### src/rtl/uart_buffered_echo.sv
`default_nettype none
// ============================================================================
// Module   : uart_buffered_echo
// Purpose  : FIFO-buffered RX->TX echo with per-byte transform and TX sequencer.
// Revision : 1.0  initial release
// ============================================================================
module uart_buffered_echo #(
    parameter int DATA_WIDTH = 8,
    parameter int DEPTH      = 16,
    parameter int TX_TIMEOUT = 4096
) (
    input  logic                        i_Clk,
    input  logic                        i_Reset,
    input  logic                        i_RX_DV,
    input  logic [DATA_WIDTH-1:0]       i_RX_Byte,
    input  logic [1:0]                  i_Mode,
    input  logic                        i_TX_Active,
    input  logic                        i_TX_Done,
    input  logic                        i_Clear_Err,
    output logic                        o_TX_DV,
    output logic [DATA_WIDTH-1:0]       o_TX_Byte,
    output logic [DATA_WIDTH-1:0]       o_Display_Byte,
    output logic [$clog2(DEPTH):0]      o_Count,
    output logic                        o_Empty,
    output logic                        o_Full,
    output logic                        o_Overflow,
    output logic                        o_TX_Error
);

    localparam int c_AW = $clog2(DEPTH);
    localparam int c_CW = c_AW + 1;
    localparam int c_TW = $clog2(TX_TIMEOUT + 1);

    typedef enum logic [1:0] {
        S_IDLE      = 2'd0,
        S_WAIT_DONE = 2'd1,
        S_GAP       = 2'd2
    } state_t;

    state_t                 r_state;
    logic [DATA_WIDTH-1:0]  r_mem [DEPTH];
    logic [c_AW-1:0]        r_wptr;
    logic [c_AW-1:0]        r_rptr;
    logic [c_TW-1:0]        r_tmo;

    logic                   w_pop;
    logic                   w_push;
    logic                   w_drop;
    logic [DATA_WIDTH-1:0]  w_data;
    logic [c_CW-1:0]        w_count_nxt;

    // Case folding only looks at the low byte so wider paths keep their upper bits.
    function automatic logic [DATA_WIDTH-1:0] f_transform(
        input logic [DATA_WIDTH-1:0] b,
        input logic [1:0]            m
    );
        logic [DATA_WIDTH-1:0] t;
        t = b;
        case (m)
            2'b01: if (b[7:0] >= 8'h61 && b[7:0] <= 8'h7A) t[7:0] = b[7:0] - 8'h20;
            2'b10: if (b[7:0] >= 8'h41 && b[7:0] <= 8'h5A) t[7:0] = b[7:0] + 8'h20;
            2'b11: t = ~b;
            default: t = b;
        endcase
        return t;
    endfunction

    always_comb begin
        w_pop  = (r_state == S_IDLE) && !o_Empty && !i_TX_Active;
        w_push = i_RX_DV && (!o_Full || w_pop);
        w_drop = i_RX_DV && o_Full && !w_pop;
        w_data = f_transform(i_RX_Byte, i_Mode);
        w_count_nxt = o_Count;
        if (w_push && !w_pop)
            w_count_nxt = o_Count + c_CW'(1);
        else if (!w_push && w_pop)
            w_count_nxt = o_Count - c_CW'(1);
    end

    // Storage carries no reset; the pointers alone define what is valid.
    always_ff @(posedge i_Clk) begin
        if (w_push)
            r_mem[r_wptr] <= w_data;
    end

    always_ff @(posedge i_Clk or negedge i_Reset) begin
        if (!i_Reset) begin
            r_state        <= S_IDLE;
            r_wptr         <= '0;
            r_rptr         <= '0;
            r_tmo          <= '0;
            o_Count        <= '0;
            o_Empty        <= 1'b1;
            o_Full         <= 1'b0;
            o_TX_DV        <= 1'b0;
            o_TX_Byte      <= '0;
            o_Display_Byte <= '0;
            o_Overflow     <= 1'b0;
            o_TX_Error     <= 1'b0;
        end else begin
            o_TX_DV <= 1'b0;

            if (i_RX_DV)
                o_Display_Byte <= i_RX_Byte;
            if (w_push)
                r_wptr <= r_wptr + c_AW'(1);

            o_Count <= w_count_nxt;
            o_Empty <= (w_count_nxt == '0);
            o_Full  <= (w_count_nxt == c_CW'(DEPTH));

            if (w_drop)
                o_Overflow <= 1'b1;
            else if (i_Clear_Err)
                o_Overflow <= 1'b0;

            if (i_Clear_Err)
                o_TX_Error <= 1'b0;

            case (r_state)
                S_IDLE: begin
                    if (w_pop) begin
                        o_TX_Byte <= r_mem[r_rptr];
                        o_TX_DV   <= 1'b1;
                        r_rptr    <= r_rptr + c_AW'(1);
                        r_tmo     <= '0;
                        r_state   <= S_WAIT_DONE;
                    end
                end
                S_WAIT_DONE: begin
                    if (i_TX_Done) begin
                        r_state <= S_GAP;
                    end else if (r_tmo == c_TW'(TX_TIMEOUT - 1)) begin
                        // A timeout is a fresh event, so it overrides a same-cycle clear.
                        o_TX_Error <= 1'b1;
                        r_state    <= S_GAP;
                    end else begin
                        r_tmo <= r_tmo + c_TW'(1);
                    end
                end
                S_GAP: begin
                    r_state <= S_IDLE;
                end
                default: begin
                    r_state <= S_IDLE;
                end
            endcase
        end
    end

endmodule
`default_nettype wire

### config.mk
export PLATFORM = sky130hd
export DESIGN_NAME = uart_buffered_echo
export DESIGN_NICKNAME = d
export VERILOG_FILES = /design/src/rtl/uart_buffered_echo.sv
export SDC_FILE = /design/constraint.sdc
export NUM_CORES = 1
export LEC_CHECK = 0
export ABC_AREA = 1
export CAP_MARGIN = 20
export CORE_AREA = 2 2 209 159
export CTS_CLUSTER_DIAMETER = 60
export DETAILED_ROUTE_END_ITERATION = 8
export DIE_AREA = 0 0 211 161
export DONT_BUFFER_PORTS = 1
export SYNTH_ARGS = -nofsm -noshare
export SYNTH_HDL_FRONTEND = slang
export SYNTH_SLANG_ARGS = --single-unit
export TNS_END_PERCENT = 5
### constraint.sdc
create_clock -name i_Clk -period 3.9 [get_ports i_Clk]
set_clock_uncertainty 0.2 [all_clocks]
set_input_delay 0.39 -clock i_Clk [delete_from_list [all_inputs] [get_ports i_Clk]]
set_output_delay 0.39 -clock i_Clk [all_outputs]
set_load 0.005 [all_outputs]
==> flow_summary.yaml <==
setup_path:
  crit_fanout: 16
  arrival_ps: 2510
  rr_startpoint: "r_state[1]"
  critPathLaunch: "r_state[1]"
  cp-start-kind: "register"
  required_ps: 3750
  cp-end-kind: "register"
  critical_path_class: "reg2reg"
place:
  post_dp_cell_area_mm2: 0.008304
  place.gp.congestion: 0.7913
  dpl.hpwl_mm: 12.24
  io_buffers: 0
logic_synthesis:
  yosysWarnings: 0
  syn_inst: 772
  synth.distinct_cells: 34
  synth_area_mm2: 0.007885
  seq_area_frac_synth: 0.6431
  syn_nets: 799
  syn_area_per_cell_um2: 10.21
  synth-seq-cells: 177
  synth_edf_count: 128
  synth-async-reset-ratio: 0.2768
  ys.flop_type: "edfxtp_1"
power_and_ir_drop:
  power.leakage_nw: 3.437
  p_switching_mw: 2.268
  cellPowerDensity_mw_per_mm2: 679.2
  sequentialPowerShare: 0.423
  intPower_mw: 3.838
  clkPwrFrac: 0.271
  peakVddDrop_v: 0.0003233
  p_comb_frac: 0.306
  power.total_mw: 6.107
  swShare: 0.3715
sta:
  fmax_mhz: 376.0
  rsz0062_at_grt: "false"
  period_needed_ps: 2659
  finalHoldViolCount: 0
  fin_crit_sh: 0.6819
  setup_tns_ps: 0
  hold_ws_ps: 12.57
  setup-violations-final: 0
  maxSlewViolCount: 0
  timing.max_slew.rel_slack: 0.3267
  worst_slew_pin_slew_ps: 1009
detailed_routing:
  via_per_inst: 4.423
  first_iter_violations: 510
  routed_wl_mm: 18.59
  first_pass_iters: 5
  drc: 0
  post_drt_wl_per_cell_um: 15.55
  antenna_left: 0
  via_count: 5285
global_routing:
  grt_usage: 0.1126
  grt-ovfl-total: 0
  grt_pass1_wl_mm: 28.79
  grt_max_degree: 67
  grt_pass1_vias: 4799
  antenna_found_initial: 0
clocking:
  clock-sinks: 177
  cts_buffers: 17
  cts_setup_buffers: 0
  cts_tree: "yes"
  root_buffer: "clkbuf_16"
  clock_latency_ps: 420
  cts_max_level: 4
  clkTransAtPathRegs_ps: 70
  clk_path_buf_depth: 2
layout:
  final_util: 0.2808
  fillers: 3220
  final_cell_mix: "238 x nand2_1, 128 x edfxtp_1, 98 x nand3_1"
  final_common_cell: "nand2_1"
  antennaDiodeCount: 0
  final-seq-area_mm2: 0.005072
  area_growth_pct: 14.03
  drive_gt1_frac: 0.07033
  multi_input_comb_area_mm2: 0.002524
  final_area_mm2: 0.008991
  fin_nets: 796
floorplan:
  coreArea_mm2: 0.03202
  die_w_um: 211
  die_h_um: 161
  die-area_mm2: 0.03397
  initial_core_util: 0.2462
  ios: 42
  rows: 57
min_path:
  hold_path_class: "in2reg"
  hp-start: "i_RX_Byte[7]"
flow_run:
  drv_cap: 0
run_status:
  outcome: "completed"
-- logic make-up (layout without fill, tap and decap cells) --
family | count (synthesis) | count (layout) | synth area share
adder cells (fa/ha/maj) | 11 | 11 | 0.01745
AO/OA/AOI/OAI | 78 | 78 | 0.05459
flip-flops | 177 | 177 | 0.6431
AND/OR/NAND/NOR | 409 | 409 | 0.2210
buffers and inverters | 77 | 87 | 0.04157
XOR/XNOR | 20 | 20 | 0.02222
-- stage by stage --
| stage | setup slack [ps] | instances |
|---|---|---|
| floorplan | 1790 | 772 |
| global placement | 1294 | 1156 |
| detailed placement | 1226 | 1156 |
| CTS | 1224 | 1194 |
| global route | 1089 | 1195 |
| finish | 1241 | 1195 |
-- path summary, 6_finish.rpt --
kind / end / slack, ps / cells after the start
min in group asynchronous: r_tmo[0] / 350 / 2
setup / recovery: r_mem[14][7] / 1240 / 5
max in group asynchronous: o_Empty / 2880 / 2
setup reg to reg: r_mem[14][7] / 1240 / 5
hold reg to reg: r_tmo[12] / 320 / 2
hold / removal: o_Display_Byte[7] / 10 / 2
-- cell usage after synthesis (3+ instances only) --
master	instances	share of area
clkbuf_1	8	0.0038
o21ai_0	20	0.013
xor2_1	18	0.020
o21ai_1	4	0.0025
dfrtp_1	48	0.15
nand3_2	3	0.0038
ha_1	11	0.017
nor3_1	5	0.0032
edfxtp_1	128	0.49
a21oi_1	42	0.027
nor2_1	50	0.024
nand4_1	7	0.0056
inv_1	42	0.020
buf_2	19	0.012
nand2_1	238	0.11
o31ai_1	8	0.0076
nand3_1	98	0.062
buf_1	3	0.0014
-- layout make-up --
class / count / share of cell area
repair buffers: 10 / 0.01419
clock inverters: 7 / 0.008350
well taps: 413 / 0.05747
multi-input cells: 518 / 0.2807
flip-flops and latches: 177 / 0.5642
clock buffers: 25 / 0.05636
inverters: 45 / 0.01879
-- power groups by stage --
stage | registers [mW] | clock network [mW] | logic (mW)
after floorplan | 2.49 | 0 | 1.39
after global placement | 2.62 | 0 | 1.80
after detailed placement | 2.62 | 0 | 1.81
after CTS | 2.59 | 1.68 | 1.83
after global routing | 2.62 | 1.76 | 2.10
final | 2.58 | 1.66 | 1.87
-- critical path, cell delays in order (launching register included) --
cell and delay, ps:
dfrtp_1 390, nor2_2 150, nand3_2 370, a21oi_4 380, nand2_1 230, nor2_1 570
-- state kept, by name, summed over array words and instances (netlist names), 2 cells and up --
| name | count |
|---|---|
| o_Count | 5 |
| o_Display_Byte | 8 |
| o_TX_Byte | 8 |
| r_mem | 128 |
| r_rptr | 4 |
| r_state | 2 |
| r_tmo | 13 |
| r_wptr | 4 |
-- routing by layer --
layer	wire length [µm]	up-vias	global-route usage
met5	0	-	0
met1	9827	2490	0.1830
li1	-	2612	-
met4	177	0	0.03265
met2	7183	173	0.1429
met3	1399	10	0.02703
-- what timing repair did --
| action | CTS | global route |
|---|---|---|
| hold buffers | 6 | 0 |
| resized for setup | 0 | 0 |
| endpoints found under the hold margin | 52 | 0 |
Note: power is estimated with default switching activity, not from simulation.
